### src/rtl/ps2_kbd_ctrl.sv
// PS/2 keyboard front end: pad synchroniser, 11-bit frame receiver with
// start/stop/odd-parity check and inter-bit timeout, FWFT raw scan-code
// FIFO with sticky overflow, and a make/break/E0 decoder with press count.
module ps2_kbd_ctrl #(
  parameter int FIFO_DEPTH  = 8,
  parameter int COUNT_W     = 8,
  parameter int TIMEOUT_CYC = 20000
) (
  input  logic                          clk,
  input  logic                          rst,
  input  logic                          ps2_clk,
  input  logic                          ps2_data,
  input  logic                          rd_en,
  input  logic                          ovf_clr,
  output logic [7:0]                    rd_data,
  output logic                          rd_valid,
  output logic [$clog2(FIFO_DEPTH):0]   fifo_level,
  output logic                          overflow,
  output logic [7:0]                    key_code,
  output logic                          key_ext,
  output logic                          key_down,
  output logic [COUNT_W-1:0]            key_cnt,
  output logic [7:0]                    err_cnt
);

  localparam int AW = $clog2(FIFO_DEPTH);
  localparam int LW = AW + 1;
  localparam int TW = $clog2(TIMEOUT_CYC + 1);

  typedef enum logic [1:0] {
    S_IDLE,
    S_EXT,
    S_BRK,
    S_EXT_BRK
  } dec_state_t;

  // Synchroniser and edge history
  logic          r_clk_s1, r_clk_s2, r_clk_hist;
  logic          r_dat_s1, r_dat_s2;
  logic          w_fall;

  // Receiver
  logic [9:0]    r_shift;
  logic [3:0]    r_bitcnt;
  logic [TW-1:0] r_idle;
  logic          r_byte_stb;
  logic [7:0]    r_byte;
  logic [7:0]    r_err_cnt;
  logic          w_frame_ok;

  // FIFO
  logic [7:0]    r_mem [FIFO_DEPTH];
  logic [AW-1:0] r_wptr, r_rptr;
  logic [LW-1:0] r_level;
  logic          r_overflow;
  logic          w_full, w_push, w_pop;

  // Decoder
  dec_state_t         r_state, w_state_nx;
  logic [7:0]         r_key_code, w_code_nx;
  logic               r_key_ext, w_ext_nx;
  logic               r_key_down, w_down_nx;
  logic [COUNT_W-1:0] r_key_cnt, w_cnt_nx;
  logic               w_do_make, w_make_ext;

  // Two-flop synchronisers plus one history flop; idle bus reads as 1
  always_ff @(posedge clk or negedge rst) begin
    if (!rst) begin
      r_clk_s1   <= 1'b1;
      r_clk_s2   <= 1'b1;
      r_clk_hist <= 1'b1;
      r_dat_s1   <= 1'b1;
      r_dat_s2   <= 1'b1;
    end else begin
      r_clk_s1   <= ps2_clk;
      r_clk_s2   <= r_clk_s1;
      r_clk_hist <= r_clk_s2;
      r_dat_s1   <= ps2_data;
      r_dat_s2   <= r_dat_s1;
    end
  end

  assign w_fall = r_clk_hist & ~r_clk_s2;

  // After ten shifts r_shift holds {parity, data[7:0], start}; the stop bit
  // is the live sample on the eleventh fall, so it is never shifted in.
  assign w_frame_ok = ~r_shift[0] & r_dat_s2 & (^r_shift[9:1]);

  // Frame assembly, validation, inter-bit timeout and error counting
  always_ff @(posedge clk or negedge rst) begin
    if (!rst) begin
      r_shift    <= '0;
      r_bitcnt   <= '0;
      r_idle     <= '0;
      r_byte_stb <= 1'b0;
      r_byte     <= '0;
      r_err_cnt  <= '0;
    end else begin
      r_byte_stb <= 1'b0;
      if (w_fall) begin
        r_idle <= '0;
        if (r_bitcnt == 4'd10) begin
          r_bitcnt <= '0;
          if (w_frame_ok) begin
            r_byte_stb <= 1'b1;
            r_byte     <= r_shift[8:1];
          end else if (r_err_cnt != 8'hFF) begin
            r_err_cnt <= r_err_cnt + 8'd1;
          end
        end else begin
          r_shift  <= {r_dat_s2, r_shift[9:1]};
          r_bitcnt <= r_bitcnt + 4'd1;
        end
      end else if (r_bitcnt != 4'd0) begin
        if (r_idle == TW'(TIMEOUT_CYC - 1)) begin
          r_idle   <= '0;
          r_bitcnt <= '0;
          if (r_err_cnt != 8'hFF) r_err_cnt <= r_err_cnt + 8'd1;
        end else begin
          r_idle <= r_idle + TW'(1);
        end
      end else begin
        r_idle <= '0;
      end
    end
  end

  assign w_full = (r_level == LW'(FIFO_DEPTH));
  assign w_pop  = rd_en & rd_valid;
  // A pop in the same cycle frees the slot, so a push at full still lands.
  assign w_push = r_byte_stb & (~w_full | w_pop);

  // FIFO storage; contents need no reset since rd_data is gated by rd_valid
  always_ff @(posedge clk) begin
    if (w_push) r_mem[r_wptr] <= r_byte;
  end

  // FIFO pointers, occupancy and sticky overflow (drop beats clear)
  always_ff @(posedge clk or negedge rst) begin
    if (!rst) begin
      r_wptr     <= '0;
      r_rptr     <= '0;
      r_level    <= '0;
      r_overflow <= 1'b0;
    end else begin
      if (w_push) r_wptr <= r_wptr + AW'(1);
      if (w_pop)  r_rptr <= r_rptr + AW'(1);
      case ({w_push, w_pop})
        2'b10:   r_level <= r_level + LW'(1);
        2'b01:   r_level <= r_level - LW'(1);
        default: r_level <= r_level;
      endcase
      if (r_byte_stb && w_full && !w_pop) r_overflow <= 1'b1;
      else if (ovf_clr)                   r_overflow <= 1'b0;
    end
  end

  // Decoder next-state and key register updates, advancing only on byte_stb
  always_comb begin
    w_state_nx = r_state;
    w_code_nx  = r_key_code;
    w_ext_nx   = r_key_ext;
    w_down_nx  = r_key_down;
    w_cnt_nx   = r_key_cnt;
    w_do_make  = 1'b0;
    w_make_ext = 1'b0;
    if (r_byte_stb) begin
      case (r_state)
        S_IDLE: begin
          if (r_byte == 8'hE0)      w_state_nx = S_EXT;
          else if (r_byte == 8'hF0) w_state_nx = S_BRK;
          else                      w_do_make  = 1'b1;
        end
        S_EXT: begin
          if (r_byte == 8'hF0)      w_state_nx = S_EXT_BRK;
          else if (r_byte == 8'hE0) w_state_nx = S_EXT;
          else begin
            w_do_make  = 1'b1;
            w_make_ext = 1'b1;
            w_state_nx = S_IDLE;
          end
        end
        S_BRK, S_EXT_BRK: begin
          if (r_key_down && r_byte == r_key_code &&
              r_key_ext == (r_state == S_EXT_BRK))
            w_down_nx = 1'b0;
          w_state_nx = S_IDLE;
        end
        default: w_state_nx = S_IDLE;
      endcase
      if (w_do_make) begin
        if (!(r_key_down && r_byte == r_key_code && w_make_ext == r_key_ext))
          w_cnt_nx = r_key_cnt + COUNT_W'(1);
        w_code_nx = r_byte;
        w_ext_nx  = w_make_ext;
        w_down_nx = 1'b1;
      end
    end
  end

  // Decoder state and key output registers
  always_ff @(posedge clk or negedge rst) begin
    if (!rst) begin
      r_state    <= S_IDLE;
      r_key_code <= '0;
      r_key_ext  <= 1'b0;
      r_key_down <= 1'b0;
      r_key_cnt  <= '0;
    end else begin
      r_state    <= w_state_nx;
      r_key_code <= w_code_nx;
      r_key_ext  <= w_ext_nx;
      r_key_down <= w_down_nx;
      r_key_cnt  <= w_cnt_nx;
    end
  end

  assign rd_valid   = (r_level != '0);
  assign rd_data    = rd_valid ? r_mem[r_rptr] : '0;
  assign fifo_level = r_level;
  assign overflow   = r_overflow;
  assign key_code   = r_key_code;
  assign key_ext    = r_key_ext;
  assign key_down   = r_key_down;
  assign key_cnt    = r_key_cnt;
  assign err_cnt    = r_err_cnt;

endmodule
### config.mk
export PLATFORM = sky130hd
export DESIGN_NAME = ps2_kbd_ctrl
export DESIGN_NICKNAME = d
export VERILOG_FILES = /design/src/rtl/ps2_kbd_ctrl.sv
export SDC_FILE = /design/constraint.sdc
export NUM_CORES = 1
export LEC_CHECK = 0
export BUFFER_PORTS_ARGS = -buffer_cell sky130_fd_sc_hd__buf_2
export CORE_MARGIN = 5
export CORE_UTILIZATION = 56
export CTS_BUF_LIST = sky130_fd_sc_hd__clkbuf_4 sky130_fd_sc_hd__clkbuf_8
export CTS_CLUSTER_SIZE = 20
export DETAILED_ROUTE_END_ITERATION = 6
export MAX_ROUTING_LAYER = met4
export PLACE_DENSITY = 0.78
export SETUP_SLACK_MARGIN = 0.05
export SYNTH_ARGS = -nofsm -noshare
export SYNTH_HDL_FRONTEND = slang
export SYNTH_SLANG_ARGS = --single-unit
export TNS_END_PERCENT = 1
### constraint.sdc
create_clock -name clk -period 2.1 [get_ports clk]
set_clock_uncertainty 0.1 [all_clocks]
set_input_delay 0.315 -clock clk [delete_from_list [all_inputs] [get_ports clk]]
set_output_delay 0.315 -clock clk [all_outputs]
set_load 0.005 [all_outputs]
Yosys cells after proc, flatten, opt, wreduce, memory -nomap -nowiden
Memories as Yosys holds them, arrays and structs flattened.
Cells that the tools add are included.

operators by class
  multiplexer cells = 38
  equality and inequality tests = 17
  reductions and logical operators = 25
  bitwise logic cells = 11
  add/subtract/negate cells = 8

operator list
  kind                                                              count
  8-bit 2-to-1 mux                                                  7
  15-bit 2-to-1 mux                                                 3
  1-bit 2-to-1 mux                                                  18
  8-bit by 1-bit adder with 8-bit output (second input constant)    2
  8-bit equality test (second input constant)                       2
  4-bit 2-to-1 mux                                                  4
  15-bit by 1-bit adder with 15-bit output (second input constant)  1
  15-bit equality test (second input constant)                      1
  2-bit nonzero test                                                6
  3-bit AND reduction                                               3
  9-bit XOR reduction                                               1
  4-bit by 1-bit adder with 4-bit output (second input constant)    2
  4-bit equality test (second input constant)                       2
  8-bit equality test                                               1
  8-bit inequality test (second input constant)                     1
  4-bit case mux with 2 select lines                                1
  2-bit AND reduction                                               4
  4-bit nonzero test                                                2
  3-bit by 1-bit adder with 3-bit output (second input constant)    2
  2-bit equality test (second input constant)                       3
  2-bit 2-to-1 mux                                                  3
  2-bit case mux with 3 select lines                                1
  1-bit bitwise AND                                                 5
  1-bit logical AND                                                 5
  other kinds (13)                                                  19

word-level totals
  RAM bits = 64
  logic and storage cells = 120
  memories = 1
  bits in registers = 82
  input port bits = 6

memories
  name   words  width  rd ports  clocked after memory_dff  write ports  RTL line  source
  r_mem  8      8      1         0                         1            52        logic [7:0] r_mem [FIFO_DEPTH];

Longest topological paths before layout
Gate-level depths: netlist of run 1.

  depth after elaboration = 9
  depth in mapped cells = 10
  mapped depth without buffers = 10

Worst setup path before layout of run 1
OpenSTA, ideal clock, no wires.

  path kind = flip-flop to flip-flop
  start point = register r_level[1], in the netlist fifo_level[1]
  end point = register r_level[1], in the netlist fifo_level[1]
  path buffers = 0
  cell stages (with the launch flop) = 9
  slack = -0.135 ns
  data arrival time = 2.010 ns
  required time = 1.875 ns
  library setup time = 0.125 ns
  cell sequence = dfrtp_1 -> or3_1 -> nor2_2 -> inv_2 -> nand2_2 -> nor2_1 -> xor2_1 -> ha_1 -> mux2_2

between the ends
  word-level cells in the longest chain between the ends = 6

ends and longest elaborated chain
  item                                                                                          RTL line  source
  start: declaration                                                                            54        logic [LW-1:0] r_level;
  start signal: assignment                                                                      149       2'b10: r_level <= r_level + LW'(1);
  start signal: assignment                                                                      150       2'b01: r_level <= r_level - LW'(1);
  start signal: assignment                                                                      151       default: r_level <= r_level;
  4-bit nonzero test (*)                                                                        218       assign rd_valid = (r_level != '0);
  via rd_valid                                                                                  16        output logic rd_valid,
  1-bit bitwise AND (*)                                                                         129       assign w_pop = rd_en & rd_valid;
  1-bit bitwise OR                                                                              131       assign w_push = r_byte_stb & (~w_full | w_pop);
  1-bit bitwise AND                                                                             131
  2-bit by 1-bit equality test with 1-bit output / 2-bit equality test (equally long branches)  148       case ({w_push, w_pop})
  4-bit case mux with 2 select lines / 2-bit nonzero test (equally long branches)               --

The timed path passes the listed nets; every way through them passes the cells marked *.
A chain may end at the register's enable or synchronous reset.

Final worst setup path of run 1
  start point = register r_rptr[0]
  end point = output port rd_data[3]

between the ends
  word-level cells in the longest chain between the ends = 2

ends and longest elaborated chain
  item                      RTL line  source
  start: declaration        53        logic [AW-1:0] r_wptr, r_rptr;
  start signal: assignment  147       if (w_pop) r_rptr <= r_rptr + AW'(1);
  memory 8 x 8 bit          --
  8-bit 2-to-1 mux          219       assign rd_data = rd_valid ? r_mem[r_rptr] : '0;
  end: declaration          15        output logic [7:0] rd_data,

No other way between the ends.

==> results_dict.tcl, run 1 <==
set metrics [dict create \
    synth-xor-area-share_pct 6.93 \
    clk_latency_ns 0.44 \
    die_h_um 115 \
    power.density_mw_per_mm2 1040 \
    grt_max_degree 37 \
    top_layer "met4" \
    synthMuxAreaShare_pct 12.7 \
    violations "negative setup slack" \
    wl_met3_um 450 \
    whs_ns 0.223 \
    yosysTopAreaCellShare_pct 31.0 \
    gp_congestion 0.825 \
    overflow 0 \
    synthSimpleGateAreaFrac_pct 10.3 \
    final_area_mm2 0.00756 \
    ys_warn_count 0 \
    clock-sinks 146 \
    synthToLayoutAreaGrowth_pct 21.6 \
    syn_inst 428 \
    min_period_over_period_pct 114 \
    nets 539 \
    hpwl_um 8110 \
    reg2reg_slack_ns -0.03 \
    cp_slowest_stage_delay_ns 0.49 \
    fp.coreArea_mm2 0.0108 \
    instances_no_fill 677 \
    placed_cell_area_mm2 0.00689 \
    clkTransAtPathRegs_ns 0.08 \
    routedLengthMet1_um 4880 \
    path_max_fanout 4 \
    grt_use_total_pct 20.5 \
    cts_tree "done" \
    setup_viol 10 \
    ys_ff_latch 146 \
    worstHoldPathType "primary input to flop" \
    syn-num-nets 443 \
    maxCapViolations 0 \
    antenna_found_initial 0 \
    fill_cells 745 \
    cp_data_arrival_time_ns 1.98 \
    drive_above_1_share_pct 37.2 \
    endpoint_kind "primary output" \
    max-vdd-ir-drop_v 0.000635 \
    cts_buffers 17 \
    grt_first_pass_wirelength_um 19900 \
    status "complete, but fails checks" \
    wirelength_um 12200 \
    dieArea_mm2 0.0133 \
    place_inst 636 \
    crit_type "flop to primary output" \
    grt_pass1_vias 3908 \
    row_count 38 \
    synth_top_family_by_area "multiplexers" \
    synth.area.top_cells "dfrtp_1 31%, edfxtp_1 31%, mux4_2 5.8%, mux2_2 5.3%, xor2_1 4.1%" \
    io_pins 46 \
    synthFlopType "dfrtp_1" \
    cts.path.max_buffers 2 \
    path_cells "buf_6 -> buf_16 -> mux4_2 -> mux2i_1 -> nor2_1 -> buf_2" \
    setup_ws_ns -0.291 \
    drc_errors 0 \
    synthAdderAreaFrac_pct 1.81 \
    diodes 0 \
    via_per_inst 5.57 \
    avgSynthCellArea_um2 14.5 \
    finalHoldViolations 0 \
    worst_pin_slew_ns 0.828 \
    syn-cell-area_mm2 0.00621 \
    h-tree-depth 4 \
    synthArstFlopShare_pct 56.2 \
    fmax_mhz 418 \
    start_util_pct 57.3 \
    wl_met2_um 6600 \
    rsz0062_at_grt "yes" \
    leakagePower_nw 3.32 \
    synth_cell_types 50 \
    cts_root_buf "clkbuf_8" \
    cpMaxStageDelayCell "mux4_2" \
    firstDrtPassIters 4 \
    synth-compound-area-share_pct 2.78 \
    fp.dieW_um 115 \
    worst_setup_path_start_kind "flop" \
    final_util_pct 69.7 \
    worstPathRequired_ns 1.68 \
    slew-limit-headroom_pct 44.6 \
    synth-edff-count 64 \
    ant_nets 0 \
    ys_seq_area_share_pct 64.0 \
    drt_iter0_markers 181 \
    portBuffers 45 \
    synth_top_cell_by_area "dfrtp_1" \
    wl_per_cell_um 18.0 \
    vias 3768 \
    drv_slew 0 \
    period_needed_ns 2.39 \
]
-- worst paths after layout --
kind | start | to | cells past startpoint
setup / recovery | r_rptr[0] | rd_data[3] | 6
hold / removal | rd_en | overflow | 5
setup reg to reg | r_shift[3] | r_byte[0] | 6
hold reg to reg | r_dat_s1 | r_dat_s2 | 0
max in group asynchronous | rst | r_byte[1] | 3
min in group asynchronous | rst | r_idle[2] | 2
-- state kept, by name (all words and copies together) (netlist names), 2 cells and up --
signal      count
r_mem          64
r_idle         15
r_shift        10
err_cnt         8
key_cnt         8
key_code        8
r_byte          8
fifo_level      4
r_bitcnt        4
r_rptr          3
r_wptr          3
r_state         2
-- Yosys cell counts, types with 9 or more instances --
cell type and instances:
mux2_2 29, xnor2_1 15, nor2_1 34, o21ai_0 9, mux4_2 16, edfxtp_1 64
nand4_1 12, nand2_1 27, dfrtp_1 77, ha_1 9, xor2_1 29
-- routing by layer --
layer,up-vias,global-route usage [%]
li1,1763,-
met1,1903,23.8
met2,80,34.7
met3,22,4.00
met4,0,9.00
met5,-,-
-- cell usage in the layout, fill, tap and decap left out, types with 12 or more instances in the layout --
cell      instances
xnor2_1          14
clkbuf_8         17
mux2_2           22
xor2_1           29
dfrtp_1          75
nand2_1          26
nand4_1          12
buf_4            32
buf_2            44
mux4_2           16
nor2_1           28
edfxtp_1         64
-- logic make-up after synthesis --
logic type,Yosys count
muxes,54
and+or+nand+nor,126
buffers and inverters,20
xor gates and xnor gates,46
adders and majority gates,9
AOI/OAI and AO/OA,27
DFF,146
-- stage by stage --
stage / worst slack, ns / setup TNS [ns] / power, mW
after detailed placement: -0.0195 / -0.132 / 5.42
final: -0.291 / -2.08 / 7.85
after CTS: -0.327 / -2.62 / 7.89
after floorplan: -0.0184 / -0.0580 / 4.74
after global placement: 0.0203 / 0 / 5.34
after global routing: -0.408 / -3.48 / 8.28
-- timing repair --
item                                    4_1_cts  5_1_grt
endpoints found under the hold margin        32        0
gates resized for setup                      16       21
hold buffers                                  4        0
endpoints found under the setup margin       25       87
setup buffers                                 3        0
pin swaps                                     2        5
gates cloned                                  2        0
-- cell type report --
type,count,area [um2],share of cell area (%)
clock buffer,17,234,3.10
sequential,146,3980,52.7
multi-input combinational,262,2300,30.5
tap,140,175,2.32
timing repair buffer,88,658,8.71
clock inverter,15,171,2.27
inverter,9,33.8,0.447
-- where the power goes --
| group | switching [mW] | total [mW] | leakage [nW] | internal, mW |
|---|---|---|---|---|
| logic | 0.881 | 2.09 | 1.40 | 1.21 |
| registers | 0.316 | 3.54 | 1.72 | 3.23 |
| clock network | 1.12 | 2.22 | 0.205 | 1.09 |
| total | 2.32 | 7.85 | 3.32 | 5.53 |
-- worst max-delay path, delay by kind of cell (launching register included) --
family                 cells  cell delay, ns
multiplexers               2            0.68
buffers and inverters      3            0.36
flip-flops                 1            0.43
AND/OR/NAND/NOR            1            0.05
Note: power is estimated with default switching activity, not from simulation.
==> run 2, diff against run 1 <==
--- a/config.mk
+++ b/config.mk
@@ -5,14 +5,15 @@
 export SDC_FILE = /design/constraint.sdc
 export NUM_CORES = 1
 export LEC_CHECK = 0
+export ABC_AREA = 1
 export BUFFER_PORTS_ARGS = -buffer_cell sky130_fd_sc_hd__buf_2
 export CORE_MARGIN = 5
-export CORE_UTILIZATION = 56
+export CORE_UTILIZATION = 60
 export CTS_BUF_LIST = sky130_fd_sc_hd__clkbuf_4 sky130_fd_sc_hd__clkbuf_8
 export CTS_CLUSTER_SIZE = 20
 export DETAILED_ROUTE_END_ITERATION = 6
 export MAX_ROUTING_LAYER = met4
-export PLACE_DENSITY = 0.78
+export PLACE_DENSITY = 0.79
 export SETUP_SLACK_MARGIN = 0.05
 export SYNTH_ARGS = -nofsm -noshare
 export SYNTH_HDL_FRONTEND = slang
==> constraint.sdc (replaced) <==
create_clock -name clk -period 3 [get_ports clk]
set_clock_uncertainty 0.1 [all_clocks]
set_input_delay 0.45 -clock clk [delete_from_list [all_inputs] [get_ports clk]]
set_output_delay 0.45 -clock clk [all_outputs]
set_load 0.005 [all_outputs]
==> results_dict.tcl, run 2 <==
set metrics [dict create \
    status "finished, final reports clean" \
    path_max_fanout 32 \
    nets 769 \
    diodes 0 \
    cp_slowest_stage_delay_ns 0.41 \
    synth.top_cells.by_count "141 x nand2_1, 116 x nor2_1, 77 x dfrtp_1, 64 x edfxtp_1, 52 x inv_1" \
    cpMaxStageDelayCell "inv_2" \
    multiInputGateArea_mm2 0.00248 \
    grt_max_degree 83 \
    layout_common_cells "141 x nand2_1, 116 x nor2_1, 76 x dfrtp_1" \
    ys_seq_area_share_pct 58.6 \
    dieArea_mm2 0.0135 \
    synth_top_cell_by_area "dfrtp_1" \
    setup_ws_ns 0.467 \
    vias 5068 \
    cpMostUsedCell "nor2_1" \
    fmax_mhz 395 \
    ys_ff_latch 146 \
    synthToLayoutAreaGrowth_pct 12.6 \
    grt_first_pass_wirelength_um 23700 \
    synth_cell_types 43 \
    crit_start "r_rptr[0]" \
    critPathTopFamily "buffers and inverters" \
    antenna_found_initial 0 \
    ant_nets 0 \
    cts_root_buf "clkbuf_8" \
    dp_slack_ns 0.680 \
    grt_pass1_vias 5096 \
    clk_latency_ns 0.44 \
    drive_above_1_share_pct 16.7 \
    worst_setup_path_start_kind "flop" \
    syn-num-nets 715 \
    path_cells "inv_2 -> nor2_1 -> o32ai_1 -> nor2_1 -> nor2_1 -> buf_2" \
    finalHoldViolations 0 \
    cts_tree "done" \
    rsz0062_at_grt "no" \
    fill_cells 822 \
    cts.path.max_buffers 2 \
    gp_congestion 0.836 \
    portBuffers 45 \
    timing.rr.start "r_bitcnt[0]" \
    endpoint_kind "primary output" \
    fp.coreArea_mm2 0.0110 \
    die_h_um 116 \
    wirelength_um 13700 \
    rr_worst_depth 9 \
    hpwl_um 9240 \
    worstPathRequired_ns 2.45 \
    avgSynthCellArea_um2 9.70 \
    crit_buf_inv 2 \
    worstSetupPathDepth 6 \
    cts_buffers 17 \
    syn_inst 700 \
    via_per_inst 5.59 \
    crit_type "flop to primary output" \
    yosysTopAreaCellShare_pct 28.4 \
    largest_reg_flops 64 \
    grt_use_total_pct 23.0 \
    synthArstFlopShare_pct 56.2 \
    power.density_mw_per_mm2 792 \
    drt_iter0_markers 431 \
    min_period_over_period_pct 84.4 \
    ys_warn_count 0 \
    leakagePower_nw 3.51 \
    final_common_cell "nand2_1" \
    synth-edff-count 64 \
    postCtsSetupBuffers 0 \
    row_count 38 \
    drc_errors 0 \
    regArea_mm2 0.00398 \
    start_util_pct 61.8 \
    drv_slew 0 \
    clkTransAtPathRegs_ns 0.08 \
    cp_data_arrival_time_ns 1.98 \
    firstDrtPassIters 5 \
    syn-cell-area_mm2 0.00679 \
    worstHoldPathType "primary input to asynchronous set/reset pin" \
    tns_ns 0 \
    h-tree-depth 4 \
    reg_top3 "r_mem: 64 flops, r_idle: 15 flops, r_shift: 10 flops" \
    setup_viol 0 \
    regMostFlops "r_mem" \
    period_needed_ns 2.53 \
    clock-sinks 146 \
    synth.area.top_cells "dfrtp_1 28%, edfxtp_1 28%, nand2_1 7.8%, nor2_1 6.4%, inv_1 2.9%" \
    fp.dieW_um 116 \
    overflow 0 \
    worst_pin_slew_ns 1.01 \
    wl_per_cell_um 15.1 \
    max-vdd-ir-drop_v 0.000426 \
    io_pins 46 \
    synthFlopType "dfrtp_1" \
    slew-limit-headroom_pct 32.9 \
    yosys.cell_count.top_type "nand2_1" \
    maxCapViolations 0 \
]
==> run 2: final timing paths <==
check,end,slack (ns)
min in group clk,overflow,0.10
worst min register to register,r_dat_s2,0.25
worst max-delay path,rd_data[1],0.47
max in group asynchronous,r_rptr[1],2.02
worst max register to register,err_cnt[0],0.71
worst min-delay path,err_cnt[6],0.09
==> run 2: stage by stage <==
stage / instance area, um2 / power, mW / hold slack, ns / cells / util (%)
after floorplan: 6790 / 3.76 / 0.0544 / 700 / -
after global placement: 7140 / 4.17 / 0.248 / 873 / 65.0
after detailed placement: 7140 / 4.26 / 0.251 / 873 / 65.0
after CTS: 7640 / 6.08 / 0.0842 / 907 / 69.6
after global routing: 7640 / 6.46 / 0.0822 / 907 / 69.6
final: 7640 / 6.05 / 0.0894 / 907 / 69.6
==> run 2: timing repair <==
item                       4_1_cts  5_1_grt
hold endpoints to repair         2        0
gates resized for setup          0        1
setup endpoints to repair        0        5
hold buffers                     2        0
==> run 2: kinds of logic (layout without fill, tap and decap cells) <==
group                    count (synthesis)  after routing  synth area share [%]
adder cells (fa/ha/maj)                  9              9                  1.66
XOR/XNOR                                29             29                  3.85
flip-flops                             146            146                  58.6
buffers and inverters                   84            151                  4.88
multiplexers                             1              1                 0.166
AO/OA/AOI/OAI                           87             87                  7.83
AND/OR/NAND/NOR                        344            344                  23.0
==> run 2: power breakdown <==
group	leakage [nW]	switching, mW	internal, mW
Combinational	1.49	1.01	0.631
Clock	0.238	0.735	1.10
Sequential	1.78	0.296	2.28
Total	3.51	2.04	4.01
==> run 2: cell type report <==
cell class | instances | area share, %
clock inverters | 13 | 3.03
inverters | 69 | 3.39
well taps | 140 | 2.29
repair buffers | 50 | 3.54
clock buffers | 19 | 3.26
flip-flops and latches | 146 | 52.1
multi-input cells | 470 | 32.4
==> run 2: metal layers <==
layer	GRT usage [%]	wire [um]	vias up	share of wire [%]
met1	30.6	6140	2453	45
li1	-	-	2448	-
met4	7.19	191	0	1.4
met5	-	0	-	0
met3	5.28	776	20	5.7
met2	35.4	6580	147	48
==> run 2: worst reg2reg max path: stages (launching register included) <==
cell,delay [ns]
dfrtp_1,0.40
inv_1,0.14
ha_1,0.16
nand3_1,0.19
nand2_1,0.50
nand3_2,0.26
nor2_8,0.21
nand2_4,0.11
nand2_1,0.08
nand2_1,0.06
==> run 3, diff against run 2 <==
==> constraint.sdc (replaced) <==
create_clock -name clk -period 2.42 [get_ports clk]
set_clock_uncertainty 0.1 [all_clocks]
set_input_delay 0.363 -clock clk [delete_from_list [all_inputs] [get_ports clk]]
set_output_delay 0.363 -clock clk [all_outputs]
set_load 0.005 [all_outputs]
==> results_dict.tcl, run 3 (synthesis gave the netlist of run 2 again) <==
set metrics [dict create \
    wirelength_um 14900 \
    cts_buffers 17 \
    placed_cell_area_mm2 0.00728 \
    clock-sinks 146 \
    tns_ns 0 \
    portBuffers 45 \
    p_clk_share_pct 25.5 \
    worstPathRequired_ns 1.96 \
    cts_root_buf "clkbuf_8" \
    diodes 0 \
    leakagePower_nw 3.60 \
    p_switching_mw 2.64 \
    reg_top3 "r_mem: 64 flops, r_idle: 15 flops, r_shift: 10 flops" \
    min_period_over_period_pct 95.9 \
    overflow 0 \
    p_int_mw 4.84 \
    p_comb_share_pct 32.7 \
    rsz0062_at_grt "yes" \
    slew-limit-headroom_pct 64.3 \
    clkTransAtPathRegs_ns 0.07 \
    drv_slew 0 \
    grt_use_total_pct 24.2 \
    p_sw_share_pct 35.3 \
    die_h_um 116 \
    status "finished, final reports clean" \
    firstDrtPassIters 5 \
    dieArea_mm2 0.0135 \
    via_per_inst 5.64 \
    routedLengthMet1_um 6400 \
    top_layer "met4" \
    row_count 38 \
    hpwl_um 9900 \
    grt_max_degree 43 \
    gp_congestion 0.850 \
    clk_latency_ns 0.43 \
    grt_first_pass_wirelength_um 25000 \
    wl_met2_um 7380 \
    endpoint_kind "primary output" \
    synthToLayoutAreaGrowth_pct 15.0 \
    start_util_pct 61.8 \
    setup_viol 0 \
    vias 5207 \
    instances_no_fill 924 \
    drive_above_1_share_pct 18.8 \
    fp.coreArea_mm2 0.0110 \
    p_seq_share_pct 41.8 \
    place_inst 887 \
    drt_iter0_markers 473 \
    final_area_mm2 0.00781 \
    finalHoldViolations 0 \
    h-tree-depth 4 \
    power.density_mw_per_mm2 957 \
    largest_reg_flops 64 \
    grt_pass1_vias 5239 \
    worstHoldPathType "primary input to flop" \
    wl_met3_um 856 \
    fp.dieW_um 116 \
    antenna_found_initial 0 \
    worst_pin_slew_ns 0.535 \
    period_needed_ns 2.32 \
    crit_type "flop to primary output" \
    ant_nets 0 \
    max-vdd-ir-drop_v 0.000713 \
    wl_per_cell_um 16.2 \
    fmax_mhz 431 \
    maxCapViolations 0 \
    cp_data_arrival_time_ns 1.86 \
    cts.path.max_buffers 2 \
    path_max_fanout 16 \
    io_pins 46 \
    drc_errors 0 \
    total_power_mw 7.47 \
    regMostFlops "r_mem" \
    worst_setup_path_start_kind "flop" \
    nets 786 \
    layout_common_cells "141 x nand2_1, 116 x nor2_1, 77 x dfrtp_1" \
    final_common_cell "nand2_1" \
    cts_tree "done" \
]
## run 3: cell count changes in the layout (fill, tap and decap cells not counted), moves of 2 or more
cell	before	now
buf_4	4	14
clkbuf_8	17	20
inv_6	2	0
bufinv_16	6	2
o32ai_2	0	4
buf_12	0	5
o32ai_1	16	12
## run 3: cell type report
| type | count | area (um2) |
|---|---|---|
| inverter | 69 | 259 |
| clock inverter | 9 | 108 |
| multi-input combinational | 470 | 2510 |
| fill | 771 | 3180 |
| timing repair buffer | 67 | 480 |
| tap | 140 | 175 |
| clock buffer | 23 | 298 |
| sequential | 146 | 3980 |
## run 3: power groups by stage
stage / clock [mW] / combinational (mW) / sequential [mW]
3_3_place_gp: 0 / 2.13 / 3.14
4_1_cts: 1.94 / 2.27 / 3.12
3_5_place_dp: 0 / 2.22 / 3.16
6_report: 1.91 / 2.44 / 3.12
5_1_grt: 2.05 / 2.72 / 3.17
2_1_floorplan: 0 / 1.57 / 3.09
## run 3: metrics by stage
step                      utilization, %  setup slack (ns)  hold slack [ns]
final                               71.1            0.0981           0.0306
after global routing                71.1            0.0154           0.0303
after CTS                           70.4            0.0707           0.0169
after detailed placement            66.3             0.461            0.249
after global placement              66.3             0.523            0.248
after floorplan                        -             0.590          -0.0326
## run 3: final timing paths
check	endpoint	from	depth (start not counted)	slack [ns]
max in group asynchronous	r_wptr[0]	rst	3	1.24
min in group asynchronous	r_bitcnt[1]	rst	2	0.35
setup / recovery	rd_data[3]	r_rptr[0]	7	0.1
setup reg to reg	r_idle[12]	r_idle[0]	9	0.43
hold / removal	overflow	ovf_clr	2	0.03
hold reg to reg	r_dat_s2	r_dat_s1	0	0.26
## run 3: layer usage
| metal | up-vias | track usage (%) |
|---|---|---|
| li1 | 2482 | - |
| met1 | 2495 | 31.4 |
| met2 | 197 | 38.5 |
| met3 | 33 | 4.92 |
| met4 | 0 | 7.81 |
| met5 | - | - |
## run 3: repair_timing
action                                  4_1_cts  5_1_grt
setup buffers                                 0        1
resized for setup                             3        4
gates cloned                                  0        1
hold buffers                                  3        0
pin swaps                                     0        1
endpoints found under the hold margin        37        0
endpoints found under the setup margin        3        5
## run 3: critical path: stages (launching register included)
cell	delay [ns]
dfrtp_1	0.43
inv_2	0.12
buf_12	0.16
nor2_1	0.06
o32ai_1	0.27
o21ai_1	0.11
nor2_1	0.14
buf_2	0.14
